### src/rtl/stick_pkg.sv
// Shared mode constants, pulse FSM encoding and quadrature helpers for msync_gen.
package stick_pkg;

  localparam logic [1:0] MS_OFF   = 2'd0;
  localparam logic [1:0] MS_INT   = 2'd1;
  localparam logic [1:0] MS_WHEEL = 2'd2;
  localparam logic [1:0] MS_EXT   = 2'd3;

  typedef enum logic [1:0] {
    ST_IDLE  = 2'd0,
    ST_PULSE = 2'd1,
    ST_GAP   = 2'd2
  } pulse_st_t;

  // Position of an {a,b} pair along the forward cycle 00->01->11->10.
  function automatic logic [1:0] quad_idx(input logic [1:0] ab);
    case (ab)
      2'b00:   quad_idx = 2'd0;
      2'b01:   quad_idx = 2'd1;
      2'b11:   quad_idx = 2'd2;
      default: quad_idx = 2'd3;
    endcase
  endfunction

endpackage

### src/rtl/quad_dec.sv
// Quadrature front end: synchronizer, level debounce and step/error decode.
module quad_dec
  import stick_pkg::*;
#(
  parameter int SYNC_STAGES = 2,
  parameter int DEB         = 4
) (
  input  logic clk20,
  input  logic res_n,
  input  logic adp,
  input  logic bdp,
  output logic step_fwd,
  output logic step_bwd,
  output logic qerr
);

  localparam int CW = $clog2(DEB + 1);

  logic [SYNC_STAGES-1:0] a_sr_p0, b_sr_p0;
  logic [1:0]             pair_s;
  logic [1:0]             cand_p1;
  logic [CW-1:0]          cnt_p1;
  logic [1:0]             acc_pair_p2;
  logic                   accept;
  logic [1:0]             delta;

  assign pair_s = {a_sr_p0[SYNC_STAGES-1], b_sr_p0[SYNC_STAGES-1]};

  // Stage p0: metastability synchronizers
  always_ff @(posedge clk20) begin
    if (!res_n) begin
      a_sr_p0 <= '1;
      b_sr_p0 <= '1;
    end else begin
      a_sr_p0 <= {a_sr_p0[SYNC_STAGES-2:0], adp};
      b_sr_p0 <= {b_sr_p0[SYNC_STAGES-2:0], bdp};
    end
  end

  // Stage p1: cnt_p1 is the number of consecutive samples equal to cand_p1
  always_ff @(posedge clk20) begin
    if (!res_n) begin
      cand_p1 <= 2'b11;
      cnt_p1  <= '0;
    end else if (pair_s != cand_p1) begin
      cand_p1 <= pair_s;
      cnt_p1  <= CW'(1);
    end else if (cnt_p1 != CW'(DEB)) begin
      cnt_p1  <= cnt_p1 + CW'(1);
    end
  end

  assign accept = (cnt_p1 == CW'(DEB)) && (cand_p1 != acc_pair_p2);
  assign delta  = quad_idx(cand_p1) - quad_idx(acc_pair_p2);

  // Stage p2: accepted pair and decoded step/error pulses
  always_ff @(posedge clk20) begin
    if (!res_n) begin
      acc_pair_p2 <= 2'b11;
      step_fwd    <= 1'b0;
      step_bwd    <= 1'b0;
      qerr        <= 1'b0;
    end else begin
      step_fwd <= accept && (delta == 2'd1);
      step_bwd <= accept && (delta == 2'd3);
      qerr     <= accept && (delta == 2'd2);
      if (accept) acc_pair_p2 <= cand_p1;
    end
  end

endmodule

### src/rtl/msync_gen.sv
// Master sync generator: internal, wheel-driven or external triggers shaped into a
// fixed-width active-low pulse, with wheel position tracking and sticky error flags.
module msync_gen
  import stick_pkg::*;
#(
  parameter int DIV_W       = 24,
  parameter int WHEEL_W     = 16,
  parameter int PW_CYCLES   = 2,
  parameter int SYNC_STAGES = 2,
  parameter int DEB         = 4
) (
  input  logic                clk20,
  input  logic                res_n,
  input  logic [1:0]          i_mode,
  input  logic [DIV_W-1:0]    i_period,
  input  logic [WHEEL_W-1:0]  i_wheel_div,
  input  logic [1:0]          i_dir_en,
  input  logic                i_clr,
  input  logic                adp,
  input  logic                bdp,
  input  logic                sync,
  output logic                o_msync_n,
  output logic signed [31:0]  o_pos,
  output logic                o_dir,
  output logic [15:0]         o_sync_cnt,
  output logic                o_overrun,
  output logic                o_qerr
);

  localparam int AW  = WHEEL_W + 2;
  localparam int PCW = $clog2(PW_CYCLES + 1);
  localparam logic signed [AW-1:0] ONE = AW'(1);

  logic                   step_fwd, step_bwd, qerr_pls;
  logic [SYNC_STAGES-1:0] sync_sr_p0;
  logic                   sync_s, sync_prev_p1;
  logic [1:0]             mode_prev;
  logic                   mode_chg;
  logic [DIV_W-1:0]       per_cnt, per_last;
  logic signed [AW-1:0]   acc, acc_nxt, div_s;
  logic                   int_trig, wheel_trig, ext_trig, trig;
  pulse_st_t              state_q, state_nxt;
  logic [PCW-1:0]         pw_cnt;

  quad_dec #(.SYNC_STAGES(SYNC_STAGES), .DEB(DEB)) u_quad (
    .clk20    (clk20),
    .res_n    (res_n),
    .adp      (adp),
    .bdp      (bdp),
    .step_fwd (step_fwd),
    .step_bwd (step_bwd),
    .qerr     (qerr_pls)
  );

  // Stage p0/p1: external sync synchronizer and falling-edge detect
  always_ff @(posedge clk20) begin
    if (!res_n) begin
      sync_sr_p0   <= '1;
      sync_prev_p1 <= 1'b1;
    end else begin
      sync_sr_p0   <= {sync_sr_p0[SYNC_STAGES-2:0], sync};
      sync_prev_p1 <= sync_s;
    end
  end

  assign sync_s   = sync_sr_p0[SYNC_STAGES-1];
  assign ext_trig = (i_mode == MS_EXT) && sync_prev_p1 && !sync_s;
  assign mode_chg = (i_mode != mode_prev);

  // Short periods are stretched so a pulse plus its gap always fits.
  assign per_last = (i_period < DIV_W'(PW_CYCLES + 1)) ? DIV_W'(PW_CYCLES) : i_period - DIV_W'(1);
  assign int_trig = (i_mode == MS_INT) && (i_period != '0) && (per_cnt >= per_last);

  always_ff @(posedge clk20) begin
    if (!res_n) begin
      mode_prev <= MS_OFF;
      per_cnt   <= '0;
    end else begin
      mode_prev <= i_mode;
      if (mode_chg || int_trig || i_mode != MS_INT || i_period == '0) per_cnt <= '0;
      else                                                          per_cnt <= per_cnt + DIV_W'(1);
    end
  end

  assign div_s = $signed({2'b00, i_wheel_div});

  // Wheel accumulator: fires and rewinds at an enabled limit, sticks at a disabled one.
  always_comb begin
    acc_nxt    = '0;
    wheel_trig = 1'b0;
    if (i_mode == MS_WHEEL && i_wheel_div != '0) begin
      acc_nxt = acc;
      if (step_fwd) begin
        if (acc + ONE >= div_s) begin
          if (i_dir_en[0]) wheel_trig = 1'b1;
          else             acc_nxt    = div_s;
        end else begin
          acc_nxt = acc + ONE;
        end
      end else if (step_bwd) begin
        if (acc - ONE <= -div_s) begin
          if (i_dir_en[1]) wheel_trig = 1'b1;
          else             acc_nxt    = -div_s;
        end else begin
          acc_nxt = acc - ONE;
        end
      end
      if (wheel_trig) acc_nxt = '0;
    end
  end

  always_ff @(posedge clk20) begin
    if (!res_n || i_clr || mode_chg) acc <= '0;
    else                             acc <= acc_nxt;
  end

  assign trig = int_trig | wheel_trig | ext_trig;

  always_comb begin
    state_nxt = state_q;
    case (state_q)
      ST_IDLE:  if (trig) state_nxt = ST_PULSE;
      ST_PULSE: if (pw_cnt == PCW'(PW_CYCLES - 1)) state_nxt = ST_GAP;
      ST_GAP:   state_nxt = ST_IDLE;
      default:  state_nxt = ST_IDLE;
    endcase
  end

  // Stage p2: pulse FSM with registered output
  always_ff @(posedge clk20) begin
    if (!res_n) begin
      state_q   <= ST_IDLE;
      pw_cnt    <= '0;
      o_msync_n <= 1'b1;
    end else begin
      state_q   <= state_nxt;
      pw_cnt    <= (state_q == ST_PULSE && state_nxt == ST_PULSE) ? pw_cnt + PCW'(1) : '0;
      o_msync_n <= (state_nxt != ST_PULSE);
    end
  end

  always_ff @(posedge clk20) begin
    if (!res_n) begin
      o_pos      <= '0;
      o_dir      <= 1'b0;
      o_sync_cnt <= '0;
      o_overrun  <= 1'b0;
      o_qerr     <= 1'b0;
    end else if (i_clr) begin
      o_pos      <= '0;
      o_sync_cnt <= '0;
      o_overrun  <= 1'b0;
      o_qerr     <= 1'b0;
    end else begin
      if (step_fwd) begin
        o_pos <= o_pos + 32'sd1;
        o_dir <= 1'b0;
      end else if (step_bwd) begin
        o_pos <= o_pos - 32'sd1;
        o_dir <= 1'b1;
      end
      if (trig && state_q == ST_IDLE) o_sync_cnt <= o_sync_cnt + 16'd1;
      if (trig && state_q != ST_IDLE) o_overrun  <= 1'b1;
      if (qerr_pls)                   o_qerr     <= 1'b1;
    end
  end

endmodule
### config.mk
export PLATFORM = sky130hd
export DESIGN_NAME = msync_gen
export DESIGN_NICKNAME = d
export VERILOG_FILES = /design/src/rtl/stick_pkg.sv /design/src/rtl/quad_dec.sv /design/src/rtl/msync_gen.sv
export SDC_FILE = /design/constraint.sdc
export NUM_CORES = 1
export LEC_CHECK = 0
export CORE_MARGIN = 1.5
export CORE_UTILIZATION = 30
export DETAILED_ROUTE_END_ITERATION = 12
export PLACE_DENSITY = 0.52
export SLEW_MARGIN = 15
export SYNTH_ARGS = -nofsm -noshare
export SYNTH_HDL_FRONTEND = slang
export SYNTH_HIERARCHICAL = 1
export SYNTH_SLANG_ARGS = --single-unit
export TNS_END_PERCENT = 100
### constraint.sdc
create_clock -name clk20 -period 5.11 [get_ports clk20]
set_input_delay 1.022 -clock clk20 [delete_from_list [all_inputs] [get_ports clk20]]
set_output_delay 1.022 -clock clk20 [all_outputs]
set_load 0.005 [all_outputs]
# After elaboration in Yosys (flattened, before gate mapping)
# Index checks and enable logic that the tools add are counted.
classes:
  eq_ne: 22
  n_addsub: 11
  reduce_logical: 35
  n_mux: 26
  bitwise: 5
  magnitude_cmp: 4
op_table:
  columns: ["op", "count"]
  rows:
  - ["$mux 18", 6]
  - ["$mux 32", 2]
  - ["$add 32x2->32 const B", 1]
  - ["$sub 32x2->32 const B", 1]
  - ["$add 24x1->24 const B", 1]
  - ["$ge 24x24->1", 1]
  - ["$logic_not 24->1", 1]
  - ["$lt 24x2->1 const B", 1]
  - ["$mux 24", 1]
  - ["$reduce_bool 24->1", 1]
  - ["$sub 24x1->24 const B", 1]
  - ["$add 18x2->18 const B", 1]
  - ["$ge 18x17->1", 1]
  - ["$le 18x18->1", 1]
  - ["$neg 16->18", 1]
  - ["$sub 18x2->18 const B", 1]
  - ["$add 16x1->16 const B", 1]
  - ["$reduce_bool 16->1", 1]
  - ["$eq 2x1->1 const B", 7]
  - ["$eq 2x2->1 const B", 6]
  - ["$logic_and 1x1->1", 12]
  - ["$mux 1", 12]
  - ["$pmux 2 s3", 2]
  - ["$logic_not 2->1", 3]
  - ["19 further kinds", 37]
word_totals:
  regBits: 117
  inputBits: 50

# Longest topological paths before layout
# Gate-level depths: netlist (run 1).
depth:
  depth_word: 14
  mapped_depth: 20
  depth_no_buf: 17

# By module
# Netlist (run 1), hierarchy kept.
modules_own_cells:
  columns: ["mod", "area_each_um2", "seq_area_each_um2", "n_inst", "cells_each"]
  rows:
  - ["msync_gen", 8690.8, 2062.0, 1, 1141]
  - ["quad_dec", 559.3, 280.3, 1, 59]

# Worst setup path before layout (run 1)
# No wires, ideal clock.
synth_path:
  path_kind: "input port to flip-flop"
  startpoint: "input i_period[13]"
  endpoint: "register o_overrun"
  n_path_buf: 3
  required_ps: 4995
  arrival_ps: 4389
  stages: 19
  slack_ps: 607
  cell_sequence: "or4_1 > nor4_2 > nand2b_1 > nor4_2 > nand3_1 > clkbuf_1 > nand2_1 > ha_1 > a21o_1 > a21o_1 > a211oi_1 > o41ai_1 > a21oi_1 > o21ai_1 > a21oi_2 > buf_6 > buf_6 > nor2_1 > o21a_1"
synth_between:
  elab_chain_len: 7
synth_rtl:
  columns: ["element", "line", "text"]
  rows:
  - ["from (decl)", "msync_gen.sv:15", "input logic [DIV_W-1:0] i_period,"]
  - ["$sub 24x1->24 / $lt 24x2->1 (equally long branches)", "msync_gen.sv:71", "assign per_last = (i_period < DIV_W'(PW_CYCLES + 1)) ? DIV_W'(PW_CYCLES) : i_period - DIV_W'(1);"]
  - ["$mux 24", "msync_gen.sv:71", null]
  - ["$ge 24x24->1", "msync_gen.sv:72", "assign int_trig = (i_mode == MS_INT) && (i_period != '0) && (per_cnt >= per_last);"]
  - ["$logic_and 1x1->1 *", "msync_gen.sv:72", null]
  - ["$or 1x1->1 * (2 in a row)", "msync_gen.sv:117", "assign trig = int_trig | wheel_trig | ext_trig;"]
  - ["$logic_and 1x1->1 *", "msync_gen.sv:163", "if (trig && state_q != ST_IDLE) o_overrun <= 1'b1;"]
  - ["to (signal assigned)", "msync_gen.sv:147", "o_overrun <= 1'b0;"]
  - ["to (signal assigned)", "msync_gen.sv:152", "o_overrun <= 1'b0;"]
  - ["to (signal assigned)", "msync_gen.sv:163", null]
  - ["to (decl)", "msync_gen.sv:26", "output logic o_overrun,"]
# Every way passes the cells marked *; elsewhere a longest branch is shown, timed or not.
# A chain may end at the register's enable or synchronous reset.

# Worst setup path after layout (run 1)
layout_path:
  startpoint: "input i_period[13]"
  endpoint: "register o_sync_cnt[13]"
layout_between:
  elab_chain_len: 7
layout_rtl:
  columns: ["element", "line", "text"]
  rows:
  - ["$sub 24x1->24 / $lt 24x2->1 (equally long branches)", "msync_gen.sv:71", null]
  - ["$mux 24", "msync_gen.sv:71", null]
  - ["$ge 24x24->1", "msync_gen.sv:72", null]
  - ["$logic_and 1x1->1 *", "msync_gen.sv:72", null]
  - ["$or 1x1->1 * (2 in a row)", "msync_gen.sv:117", null]
  - ["$logic_and 1x1->1 *", "msync_gen.sv:162", "if (trig && state_q == ST_IDLE) o_sync_cnt <= o_sync_cnt + 16'd1;"]
  - ["to (signal assigned)", "msync_gen.sv:162", null]
  - ["to (decl)", "msync_gen.sv:25", "output logic [15:0] o_sync_cnt,"]
# Marked as above.

==> run_results.csv, run 1 <==
group,metric,value,unit
floorplan,io_pins,102,
finish,design_area,11510,um^2
cts,post-cts-setup-buffers,0,
global_routing,grt_pass1_vias,8156,
detailed_routing,drt_wl_total,24.78,mm
finish,area_delta_synth_final,24.39,%
placed_design,placed_cell_area,10940,um^2
synth,synth_edf_count,0,
floorplan,die_width,178.6,um
global_routing,grt_pass1_wl,40.65,mm
timing,finClkSkew,0.01178,ns
worst_hold_path,hold_depth,1,
synth,yosys-top-cells-count,"nand2_1 (149), dfxtp_1 (117), nor2_1 (112)",
worst_hold_path,hold_path.class,"register to register",
timing,rsz0062_at_grt,"no",
synth,synth_top_cell_by_area,"dfxtp_1",
power,ir_drop,0.2187,mV
global_routing,grt_overflow,0,
power,p_leak,4.709,nW
synth,seq_area_frac_synth,25.32,%
status,status,"finished clean",
timing,worst_pin_slew,0.8603,ns
cts,cts_tree,"yes",
floorplan,die_h,178.6,um
synth,synthFlopType,"dfxtp_1",
floorplan,initial_utilization,30.40,%
power,finalPower,2.261,mW
placed_design,routabilityCongestion,0.8560,
floorplan,rows,64,
detailed_routing,viasPerCell,5.035,
critical_path,critPathKind,"primary input to register",
synth,syn-instance-count,1200,
detailed_routing,vias,8695,
detailed_routing,drt_iter0_drc,388,
flow_run,drv_cap,0,
timing,fin_crit,4.731,ns
critical_path,cp_max_fo,21,
finish,fillers,3208,
critical_path,r2r_slack,0.84,ns
cts,htree_levels,4,
placed_design,dp_slack,-0.1613,ns
synth,synth.avg_cell_area,7.708,um^2
synth,synth_most_common_cell,"nand2_1",
finish,fin_cells,1727,
critical_path,rr_worst_depth,18,
timing,relSlewSlack,42.58,%
finish,fin_nets,1468,
global_routing,grt_antenna_before_repair,0,
power,power_density,196.5,nW/um^2
synth,synthTopCellsByArea,"dfxtp_1 (25%), ha_1 (13%), nand2_1 (6.0%)",
placed_design,port_buffers,101,
synth,synth-seq-cells,117,
cts,cts-root-buf,"clkbuf_16",
global_routing,grt_use_total,15.88,%
floorplan,dieArea,31900,um^2
timing,drv_slew,0,
timing,fin_hold_ws,0.4030,ns
critical_path,endpoint_kind,"register",
finish,drive_above_1_share,7.363,%
cts,clock_sinks,117,
cts,numCtsBuffers,17,
synth,synth.distinct_cells,71,
critical_path,critPathArrivalTime,5.08,ns
timing,postLayoutSetupSlackWorst,0.3789,ns
finish,multi_input_area,6559,um^2
floorplan,core,30430,um^2
detailed_routing,wl_per_cell,14.35,um
timing,fin_crit_sh,92.59,%
detailed_routing,detail_route.first_pass.iterations,5,
timing,finalSetupViolCount,0,
cts,cts_hold_buf,0,
finish,antennaDiodeCount,0,
placed_design,hpwl,19.04,mm
cts,clkTransAtPathRegs,0.05,ns
detailed_routing,ant_nets,0,
timing,fmax,0.2114,GHz
synth,syn_area,9250,um^2
placed_design,dp_cells,1696,
synth,synth_nets,1349,
synth,yosysWarnings,6,
global_routing,grt_max_degree,34,
cts,clock_insertion_delay_worst_skew,0.42,ns
critical_path,critPathRequiredTime,5.46,ns
finish,ff_latch_area,2342,um^2
cts,cts_resized,0,
critical_path,start_kind,"primary input",
cts,clockBufferDepth,2,
synth,async_reset_ff_share,0,%
timing,hold_viol,0,
synth,synth_top_area_share,25.32,%
detailed_routing,drc,0,
[stage by stage]
stage               util, %  TNS (ns)
global placement      35.94   -0.2073
global route          37.81         0
CTS                   37.75         0
finish                37.81         0
detailed placement    35.94    -2.028
floorplan                 -         0
[final timing paths]
check / startpoint / endpoint
worst min-delay path: u_quad/a_sr_p0[0]$_SDFF_PN1_ / u_quad/a_sr_p0[1]$_SDFF_PN1_
worst min register to register: u_quad/a_sr_p0[0]$_SDFF_PN1_ / u_quad/a_sr_p0[1]$_SDFF_PN1_
worst max register to register: acc[4]$_SDFFE_PP0P_ / o_sync_cnt[13]$_SDFFE_PP0P_
worst max-delay path: i_period[13] / o_sync_cnt[13]$_SDFFE_PP0P_
[report_power, final]
| group | switching, mW | total, mW | internal (mW) |
|---|---|---|---|
| Combinational | 0.111 | 0.215 | 0.104 |
| Sequential | 0.00514 | 0.925 | 0.919 |
| Clock | 0.443 | 1.12 | 0.677 |
| Total | 0.560 | 2.26 | 1.70 |
[cell families after synthesis]
group,synth area share [%]
simple gates,26.21
compound gates,19.14
xor+xnor,11.16
flops,25.32
fa+ha+maj,13.47
buf+inv,4.153
mux,0.5411
[worst max-delay path, cell delays in order]
cell             delay, ns
clkdlybuf4s50_1       0.42
or4_1                 0.57
nor4_2                0.20
nand2b_1              0.12
nor4_2                0.19
nand3_1               0.18
and2_1                0.20
ha_1                  0.26
nand2b_1              0.09
a21o_1                0.11
a21o_1                0.10
a21oi_1               0.07
o41ai_2               0.38
a21oi_2               0.10
o21ai_1               0.26
a21oi_4               0.09
buf_12                0.16
nor4_1                0.33
mux2i_1               0.21
[registers in the layout, indices dropped and copies added (netlist names), 2 cells and up]
register and cells:
per_cnt 24, sync_sr_p0 2, u_quad/b_sr_p0 2, u_quad/a_sr_p0 2, mode_prev 2, acc 18, u_quad/cand_p1 2, o_pos 32
o_sync_cnt 16, u_quad/cnt_p1 3, u_quad/acc_pair_p2 2, pw_cnt 2, state_q 2
[placed cells by master, fill, tap and decap left out, types with 29 or more instances in the layout]
cell	instances
a21o_1	29
ha_1	98
nor2_1	111
nand3_1	43
nand2_1	149
nand4_1	33
clkdlybuf4s50_1	101
inv_1	46
xor2_1	53
a21oi_1	102
buf_4	42
dfxtp_1	117
o21ai_0	49
xnor2_1	63
nor3_1	37
[routing by layer]
metal | global-route usage [%] | wire, um
met1 | 21.60 | 12360
met2 | 25.71 | 11270
met3 | 2.899 | 898
met4 | 4.028 | 257
met5 | 0 | 0
[area by class of cell]
cell class / instances / area share [%]
inverters: 46 / 1.501
well taps: 396 / 4.306
multi-input cells: 991 / 57.00
clock inverters: 12 / 0.9352
clock buffers: 19 / 3.850
flip-flops and latches: 117 / 20.36
repair buffers: 146 / 12.05
No activity file was read; power rests on OpenSTA's default activity.
==> run 2, diff against run 1 <==
CORE_MARGIN = 2   (was 1.5)
REMOVE_ABC_BUFFERS = 1   (was unset)
==> run 2 against run 1 <==
Setup slack got worse by 0.19 ns. Utilization rose by 0.37 points. Maximum frequency fell by 3.8%. Sequential power barely moved. Clock power rose by 7%. Critical path type unchanged. Highest routed layer unchanged.
==> run_results.csv, run 2 (synthesis gave the netlist of run 1 again) <==
group,metric,value,unit
floorplan,io_pins,102,
global_routing,grt_pass1_wl,41.65,mm
placed_design,hpwl,19.07,mm
timing,fmax,0.2034,GHz
floorplan,initial_utilization,30.32,%
timing,finClkSkew,0.01367,ns
finish,largestRegisters,"o_pos: 32 flops, per_cnt: 24 flops, acc: 18 flops",
global_routing,grt_overflow,0,
finish,top_register,"o_pos",
critical_path,critPathBufInv,4,
finish,layout_common_cells,"nand2_1 (149), dfxtp_1 (117), nor2_1 (111)",
detailed_routing,wl_met2,11.70,mm
critical_path,path_cells,"clkdlybuf4s50_1 -> or4_1 -> nor4_4 -> nand2b_1 -> nor4_4 -> nand3_2 -> and2_1 -> ha_1 -> nand2b_1 -> a21o_1 -> a21o_1 -> a21oi_1 -> o41ai_2 -> buf_4 -> a21oi_1 -> o21ai_1 -> a21oi_2 -> buf_4 -> clkbuf_16 -> nor4_1 -> mux2i_1",
detailed_routing,top_layer,"met4",
finish,largest_reg_flops,32,
floorplan,rows,64,
flow_run,drv_cap,0,
global_routing,grt_max_degree,39,
finish,postLayoutCoreUtil,38.18,%
status,status,"finished clean",
cts,cts_tree,"yes",
detailed_routing,route.met3.wl,753,um
detailed_routing,wl_met1,12.73,mm
power,power_density,201.4,nW/um^2
timing,relSlewSlack,29.34,%
cts,htree_levels,4,
critical_path,cp_slowest_stage_delay,0.60,ns
timing,worst_pin_slew,1.057,ns
critical_path,critPathKind,"primary input to register",
detailed_routing,detail_route.first_pass.iterations,5,
detailed_routing,viasPerCell,5.030,
floorplan,dieArea,32250,um^2
cts,cts-root-buf,"clkbuf_16",
finish,design_area,11650,um^2
finish,fillers,3162,
finish,final_common_cell,"nand2_1",
cts,clock_insertion_delay_worst_skew,0.42,ns
power,p_leak,4.788,nW
critical_path,start_kind,"primary input",
critical_path,critical-path-slowest-cell,"or4_1",
finish,fin_nets,1479,
timing,drv_slew,0,
critical_path,critPathRequiredTime,5.46,ns
cts,cts_hold_buf,0,
placed_design,placed_cell_area,10970,um^2
detailed_routing,drc,0,
detailed_routing,wl_per_cell,14.59,um
finish,drive_above_1_share,8.265,%
global_routing,grt_use_total,15.40,%
floorplan,die_h,179.6,um
cts,numCtsBuffers,17,
worst_hold_path,hold_path.class,"register to register",
timing,finalSetupViolCount,0,
finish,area_delta_synth_final,25.94,%
critical_path,critPathTopFamily,"simple AND/OR/NAND/NOR gates",
timing,hold_viol,0,
floorplan,core,30510,um^2
placed_design,port_buffers,101,
power,ir_drop,0.2163,mV
floorplan,die_width,179.6,um
detailed_routing,vias,8747,
detailed_routing,drt_iter0_drc,518,
finish,antennaDiodeCount,0,
cts,clockBufferDepth,2,
timing,fin_crit_sh,96.21,%
critical_path,endpoint_kind,"register",
critical_path,critPathArrivalTime,5.26,ns
cts,clkTransAtPathRegs,0.06,ns
timing,fin_crit,4.917,ns
cts,clock_sinks,117,
critical_path,cp_max_fo,14,
detailed_routing,drt_wl_total,25.38,mm
global_routing,grt_pass1_vias,8250,
placed_design,routabilityCongestion,0.8102,
detailed_routing,ant_nets,0,
global_routing,grt_antenna_before_repair,0,
## run 2: worst paths after layout
path / start / end / slack, ns / cells past startpoint
min reg2reg: u_quad/a_sr_p0[0]$_SDFF_PN1_ / u_quad/a_sr_p0[1]$_SDFF_PN1_ / 0.41 / 1
min: u_quad/a_sr_p0[0]$_SDFF_PN1_ / u_quad/a_sr_p0[1]$_SDFF_PN1_ / 0.41 / 1
max reg2reg: acc[4]$_SDFFE_PP0P_ / o_sync_cnt[13]$_SDFFE_PP0P_ / 0.82 / 19
max: i_period[13] / o_sync_cnt[13]$_SDFFE_PP0P_ / 0.19 / 21
## run 2: cell type report
cell class                 count  area (um^2)  share of cell area (%)
multi-input combinational    991         6570                   56.40
sequential                   117         2342                   20.11
timing repair buffer         157         1488                   12.77
tap                          396        495.5                   4.253
clock buffer                  17        425.4                   3.652
inverter                      46        172.7                   1.482
clock inverter                15        156.4                   1.343
## run 2: where the power goes
part	internal [mW]	leakage [nW]	total, mW	switching, mW
clock	0.691	0.283	1.20	0.513
combinational	0.106	3.56	0.218	0.112
sequential	0.919	0.945	0.924	0.00500
total	1.72	4.79	2.35	0.630
## run 2: per-stage QoR
| stage | instances | TNS [ns] | setup slack, ns | hold WS, ns | power (mW) |
|---|---|---|---|---|---|
| floorplan | 1154 | -3.280 | -0.2129 | 0.3863 | 1.056 |
| global placement | 1701 | -2.599 | -0.2836 | 0.3922 | 1.159 |
| detailed placement | 1701 | -5.227 | -0.3910 | 0.3969 | 1.160 |
| CTS | 1733 | 0 | 0.02362 | 0.4128 | 2.379 |
| global route | 1739 | -0.08701 | -0.02851 | 0.4351 | 2.445 |
| finish | 1739 | 0 | 0.1935 | 0.4087 | 2.346 |
## run 2: timing repair
action,CTS,global route
resized for setup,0,5
setup buffers,0,4
endpoints found under the setup margin,0,23
## run 2: layer usage
metal  track usage (%)  up-vias
met5                 0        -
li1                  -     4564
met3             2.391       11
met2             25.18      139
met1             21.34     4033
met4             3.447        0
## run 2: worst reg2reg max path: cells and delay by family, from the launching register on
| kind | cells | cell delay [ns] |
|---|---|---|
| AOI/OAI and AO/OA | 8 | 1.18 |
| xor gates and xnor gates | 1 | 0.26 |
| adders and majority gates | 1 | 0.29 |
| buffers and inverters | 3 | 0.51 |
| DFF | 1 | 0.39 |
| muxes | 1 | 0.22 |
| and+or+nand+nor | 5 | 1.38 |
